## config.mk

```make
export PLATFORM = sky130hd
export DESIGN_NAME = seq_control
export DESIGN_NICKNAME = d
export VERILOG_FILES = /design/src/rtl/seq_pkg.sv /design/src/rtl/rd_wait_cnt.sv /design/src/rtl/seq_control.sv
export SDC_FILE = /design/constraint.sdc
export NUM_CORES = 1
export LEC_CHECK = 0
export ABC_AREA = 1
export CELL_PAD_IN_SITES_DETAIL_PLACEMENT = 1
export CELL_PAD_IN_SITES_GLOBAL_PLACEMENT = 1
export CORE_MARGIN = 3
export CORE_UTILIZATION = 28
export DETAILED_ROUTE_END_ITERATION = 12
export MAX_ROUTING_LAYER = met4
export PLACE_DENSITY = 0.85
export SYNTH_ARGS = -nofsm -noshare
export SYNTH_HDL_FRONTEND = slang
export SYNTH_HIERARCHICAL = 1
export SYNTH_SLANG_ARGS = --single-unit
```

## constraint.sdc

```tcl
create_clock -name clk -period 1.2 [get_ports clk]
set_input_delay 0.18 -clock clk [delete_from_list [all_inputs] [get_ports clk]]
set_output_delay 0.18 -clock clk [all_outputs]
set_load 0.1 [all_outputs]
```

## src/rtl/seq_pkg.sv

```systemverilog
// rtl/seq_pkg.sv - shared types and constants for the seq_control sequencer
//
// Purpose : state encoding, opcode values and address-mux codes used by
//           seq_control and its wait counter.
// Contents: seq_state_t   - sequencer states
//           OP_*          - instruction opcodes (IR[13:12])
//           SEL_*         - address mux select codes
//           RD_LAT_DEFAULT- default memory read latency in cycles
//           is_wait_state - states that wait on the memory read counter

package seq_pkg;

   typedef enum logic [2:0] {
      ST_IDLE   = 3'd0,
      ST_FETCH  = 3'd1,
      ST_DECODE = 3'd2,
      ST_RD_A   = 3'd3,
      ST_RD_B   = 3'd4,
      ST_WRITE  = 3'd5,
      ST_OUT    = 3'd6,
      ST_HALTED = 3'd7
   } seq_state_t;

   localparam logic [1:0] OP_ADD  = 2'b00;
   localparam logic [1:0] OP_SUB  = 2'b01;
   localparam logic [1:0] OP_OUT  = 2'b10;
   localparam logic [1:0] OP_HALT = 2'b11;

   localparam logic [1:0] SEL_PC = 2'b00;
   localparam logic [1:0] SEL_A  = 2'b01;
   localparam logic [1:0] SEL_B  = 2'b10;
   localparam logic [1:0] SEL_D  = 2'b11;

   localparam int RD_LAT_DEFAULT = 2;

   // States that present an address and wait RD_LAT cycles for memory data.
   function automatic logic is_wait_state(input seq_state_t s);
      return (s == ST_FETCH) || (s == ST_RD_A) || (s == ST_RD_B) || (s == ST_OUT);
   endfunction

endpackage

```

## src/rtl/rd_wait_cnt.sv

```systemverilog
// rtl/rd_wait_cnt.sv - memory read latency counter shared by all read phases
//
// Purpose: counts cycles spent in a memory read phase and flags the cycle in
//          which read data is valid at the register inputs.
// Ports  : clk  in  - system clock, rising edge
//          rst  in  - asynchronous active-high reset
//          clr  in  - synchronous clear back to 0 (has priority over en)
//          en   in  - count up by one
//          done out - count equals RD_LAT-1
// Params : RD_LAT - read latency in cycles, legal 1..7

module rd_wait_cnt #(
   parameter int RD_LAT = 2
) (
   input  logic clk,
   input  logic rst,
   input  logic clr,
   input  logic en,
   output logic done
);

   localparam logic [2:0] LAST = 3'(RD_LAT - 1);

   logic [2:0] count;

   always_ff @(posedge clk or posedge rst) begin
      if (rst) begin
         count <= 3'd0;
      end else if (clr) begin
         count <= 3'd0;
      end else if (en) begin
         count <= count + 3'd1;
      end
   end

   assign done = (count == LAST);

endmodule

```

## src/rtl/seq_control.sv

```systemverilog
// rtl/seq_control.sv - multi-cycle control sequencer for the accumulator datapath
//
// Purpose: walks each instruction through fetch, decode, operand reads,
//          execute/write-back and output, driving every register enable and
//          select of the datapath from a registered Moore state machine.
// Ports  : clk     in   - system clock, rising edge
//          rst     in   - asynchronous active-high reset
//          run     in   - level, 1 = execute instructions continuously
//          step    in   - one-cycle pulse, runs one instruction from IDLE
//          opcode  in 2 - instruction register bits [13:12]
//          enmem   out  - memory write enable
//          enir    out  - instruction register load
//          enrop1  out  - operand-1 register load
//          enrop2  out  - operand-2 register load
//          enrio   out  - I/O register load
//          enpc    out  - PC increment
//          seloper out 2- adder operation select (latched opcode)
//          selmux  out 2- address source: PC, IR[11:8], IR[7:4], IR[3:0]
//          busy    out  - any state other than IDLE and HALTED
//          halted  out  - HALT executed; only rst leaves it
// Params : RD_LAT - cycles from address select to memory data valid, 1..7
// Macro  : SEQ_STEP_EN - when defined, step starts a single instruction from
//          IDLE; when undefined, step is ignored.

module seq_control
   import seq_pkg::*;
#(
   parameter int RD_LAT = RD_LAT_DEFAULT
) (
   input  logic       clk,
   input  logic       rst,
   input  logic       run,
   input  logic       step,
   input  logic [1:0] opcode,
   output logic       enmem,
   output logic       enir,
   output logic       enrop1,
   output logic       enrop2,
   output logic       enrio,
   output logic       enpc,
   output logic [1:0] seloper,
   output logic [1:0] selmux,
   output logic       busy,
   output logic       halted
);

   seq_state_t state;
   seq_state_t state_next;
   logic [1:0] op;
   logic       rd_done;
   logic       cnt_en;
   logic       cnt_clr;
   logic       start;

   // Start condition out of IDLE. With stepping enabled a step pulse starts
   // one instruction; the end-of-instruction check on run then returns the
   // sequencer to IDLE, so no separate step-mode flag is needed.
`ifdef SEQ_STEP_EN
   assign start = run | step;
`else
   logic step_unused;
   assign step_unused = step;
   assign start       = run;
`endif

   // The counter only advances in read phases and is held at 0 elsewhere so
   // every read phase starts counting from 0. Clearing on done makes the
   // back-to-back phases (RD_A -> RD_B) restart cleanly.
   assign cnt_en  = is_wait_state(state);
   assign cnt_clr = ~cnt_en | rd_done;

   rd_wait_cnt #(
      .RD_LAT (RD_LAT)
   ) u_wait (
      .clk  (clk),
      .rst  (rst),
      .clr  (cnt_clr),
      .en   (cnt_en),
      .done (rd_done)
   );

   // State register.
   always_ff @(posedge clk or posedge rst) begin
      if (rst) begin
         state <= ST_IDLE;
      end else begin
         state <= state_next;
      end
   end

   // Opcode is captured in DECODE, one cycle after the IR load, and held so
   // seloper stays stable through the whole instruction.
   always_ff @(posedge clk or posedge rst) begin
      if (rst) begin
         op <= OP_ADD;
      end else if (state == ST_DECODE) begin
         op <= opcode;
      end
   end

   // Next-state logic.
   always_comb begin
      state_next = state;
      case (state)
         ST_IDLE: begin
            if (start) state_next = ST_FETCH;
         end
         ST_FETCH: begin
            if (rd_done) state_next = ST_DECODE;
         end
         ST_DECODE: begin
            case (opcode)
               OP_ADD, OP_SUB: state_next = ST_RD_A;
               OP_OUT:         state_next = ST_OUT;
               default:        state_next = ST_HALTED;
            endcase
         end
         ST_RD_A: begin
            if (rd_done) state_next = ST_RD_B;
         end
         ST_RD_B: begin
            if (rd_done) state_next = ST_WRITE;
         end
         // run is only looked at on the last cycle of an instruction, so
         // dropping it mid-instruction still lets the write complete.
         ST_WRITE: begin
            state_next = run ? ST_FETCH : ST_IDLE;
         end
         ST_OUT: begin
            if (rd_done) state_next = run ? ST_FETCH : ST_IDLE;
         end
         ST_HALTED: begin
            state_next = ST_HALTED;
         end
         default: begin
            state_next = ST_IDLE;
         end
      endcase
   end

   // Moore outputs from registered state and counter only; an asynchronous
   // reset therefore drops every enable immediately.
   always_comb begin
      enmem  = 1'b0;
      enir   = 1'b0;
      enrop1 = 1'b0;
      enrop2 = 1'b0;
      enrio  = 1'b0;
      enpc   = 1'b0;
      selmux = SEL_PC;
      halted = 1'b0;
      case (state)
         ST_FETCH: begin
            enir = rd_done;
            enpc = rd_done;
         end
         ST_RD_A: begin
            selmux = SEL_A;
            enrop1 = rd_done;
         end
         ST_RD_B: begin
            selmux = SEL_B;
            enrop2 = rd_done;
         end
         ST_WRITE: begin
            selmux = SEL_D;
            enmem  = 1'b1;
         end
         ST_OUT: begin
            selmux = SEL_D;
            enrio  = rd_done;
         end
         ST_HALTED: begin
            halted = 1'b1;
         end
         default: begin
         end
      endcase
   end

   assign busy    = (state != ST_IDLE) && (state != ST_HALTED);
   assign seloper = op;

endmodule
```

==> impl_metrics.csv, run 1 <==
group,metric,value,unit
floorplanning,ioPinCount,18,
clocking,cts_made_buffers,3,
floorplanning,die-width,51.63,µm
global_route,grt_max_degree,7,
synth,muxShareOfSynthArea,0,%
clocking,clock_path_buffers,2,
outcome,status,"did not finish",
synth,synth_seq_cells,8,
synth,synth_cells,83,
synth,netlist.top_cell.by_area,"dfrtp_1",
synth,synth.distinct_cells,20,
synth,synth_nets,91,
synth,synth_edf_count,0,
clocking,htreeDepth,1,
synth,synth_fa_ha_area_share,4.292,%
timing,grt-worst-endpoint,"enrio",
synth,synth_warnings,6,
place,io_buffers,16,
synth,synth_flop_cell,"dfrtp_1",
place,hpwl,1921,µm
floorplanning,die_h,51.63,µm
synth,yosysTopAreaCellShare,34.33,%
place,gp_congestion,0.8376,
outcome,stop_error,"[ERROR DPL-0033] detailed placement checks failed during check placement.",
timing,worstEpCategory,"top-level output",
clocking,cts_hold_buf,0,
synth,synth_compound_area_share,4.506,%
clocking,cts_sinks,8,
synth,synth-xor-area-share,0,%
outcome,lastStage,"global routing (5_1_grt)",
synth,async_flop_share,100.0,%
floorplanning,num_rows,15,
synth,ys_seq_area_share,34.33,%
synth,synth_top_family_by_area,"simple AND/OR/NAND/NOR gates",
global_route,antenna_found_initial,0,
floorplanning,initial_core_util,31.70,%
synth,synth.avg_cell_area,7.025,µm²
clocking,cts_root_buffer,"clkbuf_4",
place,pre_cts_ws,-0.2653,ns
place,dp_cells,140,
synth,synth_most_common_cell,"nand2_1",
synth,yosys.area_share.simple,44.64,%
synth,netlist_top_cells_count,"nand2_1, inv_1, nor2_1",
synth,syn_area,583.1,µm²
synth,synthTopCellsByArea,"dfrtp_1, nand2_1, inv_1",
cells by family after synthesis:
logic type               Yosys count
AND/OR/NAND/NOR                   53
buffers and inverters             16
AO/OA/AOI/OAI                      4
flip-flops                         8
adder cells (fa/ha/maj)            2
timing repair:
action | in CTS
endpoints found under the setup margin | 18
gates cloned | 0
resized for setup | 28
pin swaps | 9
buffers inserted | 10
stage by stage:
| step | instance area [µm²] | hold WS [ns] | setup TNS [ns] | utilization (%) |
|---|---|---|---|---|
| global placement | 1100 | 0.4007 | -1.370 | 59.80 |
| detailed placement | 1100 | 0.3989 | -2.820 | 59.80 |
| CTS | 1303 | 0.1293 | -4.339 | 70.82 |
| floorplan | 684.4 | -0.06636 | -4.292 | - |
==> run 2, diff against run 1 <==
CELL_PAD_IN_SITES_DETAIL_PLACEMENT = default   (was 1)
CELL_PAD_IN_SITES_GLOBAL_PLACEMENT = default   (was 1)
CORE_AREA = 3 3 64 66   (was default)
CORE_MARGIN = default   (was 3)
CORE_UTILIZATION = default   (was 28)
DIE_AREA = 0 0 67 69   (was default)
MAX_ROUTING_LAYER = default   (was met4)
PLACE_DENSITY = default   (was 0.85)
PLACE_DENSITY_LB_ADDON = 0.15   (was default)
clock period = 1.6 ns   (was 1.2 ns; I/O delays follow)
==> run 2 against run 1 <==
The flow now finishes, with violations (setup timing); synthesized cell count unchanged; area after synthesis unchanged.
==> impl_metrics.csv, run 2 <==
group,metric,value,unit
timing,hold_violations,0,
timing,min_period,1.614,ns
timing,rsz0062_at_grt,"true",
job,maxCapViolations,0,
place,place_area,974.7,µm²
setup_path,required,1.36,ns
finish,drive_gt1_share,46.23,%
setup_path,cp_data_arrival_time,1.37,ns
synth,synth.distinct_cells,20,
global_route,globalRoute.totalOverflow,0,
setup_path,cp-end-kind,"output port",
finish,syn2layout_area_growth,83.48,%
place,io_buffers,16,
finish,final_cell_area,1070,µm²
synth,yosysTopAreaCellShare,34.33,%
synth,ys_seq_area_share,34.33,%
global_route,antenna_found_initial,0,
clocking,cts_sinks,8,
floorplanning,die-area,4623,µm²
global_route,grtUsageTotal,6.876,%
floorplanning,num_rows,22,
finish,nNetsFinal,116,
global_route,grt_pass1_vias,550,
global_route,grt_max_degree,8,
detailed_routing,drtIter0Drc,18,
detailed_routing,wl_per_cell,8.961,µm
place,hpwl,1169,µm
detailed_routing,via_per_inst,3.656,
setup_path,worstSetupPathType,"register to output port",
detailed_routing,vias,563,
floorplanning,die_h,69,µm
detailed_routing,firstDrtPassIters,4,
timing,fin_worst_skew,0.0004643,ns
synth,synthTopCellsByArea,"dfrtp_1, nand2_1, inv_1",
synth,synth_flop_cell,"dfrtp_1",
outcome,status,"finished, violations left",
detailed_routing,postRouteWirelength,1380,µm
floorplanning,initial_core_util,16.05,%
place,gp_congestion,0.7508,
clocking,cts_made_buffers,3,
synth,synth_edf_count,0,
setup_path,cp-start-kind,"register",
synth,synth_nets,91,
timing,max_slew_margin,86.28,%
detailed_routing,final_antenna_net_count,0,
clocking,clock_path_buffers,2,
clocking,cts_root_buffer,"clkbuf_8",
timing,fmax,619.7,MHz
floorplanning,die-width,67,µm
clocking,cts_hold_buf,0,
clocking,htreeDepth,1,
clocking,cts_tree,"done",
timing,setup_viol_count_final,3,
synth,synth.avg_cell_area,7.025,µm²
finish,final_common_cell,"nand2_1",
synth,async_flop_share,100.0,%
floorplanning,core,3633,µm²
floorplanning,ioPinCount,18,
timing,worst_pin_slew,0.2052,ns
finish,diodes,0,
synth,netlist.top_cell.by_area,"dfrtp_1",
synth,synth_seq_cells,8,
timing,period_share,100.9,%
clocking,clock_latency,0.22,ns
clocking,clk_pin_slew,0.04,ns
hold_path,min_path_type,"input port to async pin",
synth,netlist_top_cells_count,"nand2_1, inv_1, nor2_1",
finish,final_cell_mix,"nand2_1, buf_12, inv_1",
synth,syn_area,583.1,µm²
setup_path,worstPathMaxFanout,5,
timing,fin_ws,-0.01372,ns
timing,slew_violations,0,
synth,synth_cells,83,
outcome,violations,"setup timing",
global_route,grt_pass1_wl,2394,µm
synth,synth_warnings,6,
synth,synth_most_common_cell,"nand2_1",
detailed_routing,drc,0,
[run 2: cell counts after synthesis]
Identical to the previous run, type by type.
[run 2: per-stage QoR]
| step | hold WS [ns] | setup WS, ns | instances | TNS, ns | utilization [%] |
|---|---|---|---|---|---|
| finish | 0.2210 | -0.01372 | 154 | -0.01488 | 29.44 |
| global route | 0.2489 | -0.09640 | 154 | -0.4848 | 29.44 |
| CTS | 0.2292 | -0.07794 | 152 | -0.1625 | 28.82 |
| detailed placement | 0.4660 | 0.09253 | 147 | 0 | 26.83 |
| global placement | 0.4661 | 0.09875 | 147 | 0 | 26.83 |
| floorplan | -0.006356 | -0.2788 | 83 | -0.8403 | - |
[run 2: area by class of cell]
type	count	area, µm²
timing repair buffer	22	325.3
sequential	8	203.9
tap	48	60.06
multi-input combinational	59	379.1
fill	401	2564
inverter	14	60.06
clock buffer	3	41.29
[run 2: critical path, stage by stage, from the launching register on]
cell and delay [ns]:
dfrtp_1 0.37, inv_1 0.05, ha_1 0.14, inv_2 0.04, nor2_4 0.12, inv_6 0.07
nor3_4 0.15, buf_12 0.20
[run 2: final timing paths]
path / from / to / slack (ns) / cells after the start
max: u_wait/count[1]$_DFFE_PP0P_ / enrio / -0.01 / 7
min: rst / u_wait/count[2]$_DFFE_PP0P_ / 0.22 / 2
max reg2reg: state[2]$_DFFE_PP0P_ / u_wait/count[1]$_DFFE_PP0P_ / 0.23 / 7
min reg2reg: seloper[0]$_DFFE_PP0P_ / seloper[0]$_DFFE_PP0P_ / 0.55 / 1
max in group asynchronous: rst / state[1]$_DFFE_PP0P_ / 1.17 / 2
min in group clk: seloper[0]$_DFFE_PP0P_ / seloper[0]$_DFFE_PP0P_ / 0.55 / 1
[run 2: kinds of logic (layout without fill, tap and decap cells)]
logic type      count (synthesis)  after routing  share of synthesized area (%)
compound gates                  4              4                          4.506
fa+ha+maj                       2              2                          4.291
buf+inv                        16             39                          12.23
flops                           8              8                          34.33
simple gates                   53             53                          44.64
[run 2: timing repair]
| item | CTS | global route |
|---|---|---|
| gates cloned | 0 | 0 |
| pin swaps | 1 | 3 |
| setup buffers | 2 | 2 |
| endpoints found under the setup margin | 8 | 8 |
| gates resized for setup | 9 | 2 |
[run 2: routing by layer]
metal	track usage, %	vias to the layer above	wire [µm]
met1	7.600	249	583
met5	0	-	0
met3	3.094	2	49
met4	2.703	0	19
li1	-	305	-
met2	11.24	7	728
Power of run 2 is left out: the tool's default activity adds up to more than one toggle a clock period on the data nets, which glitch-free logic cannot reach.
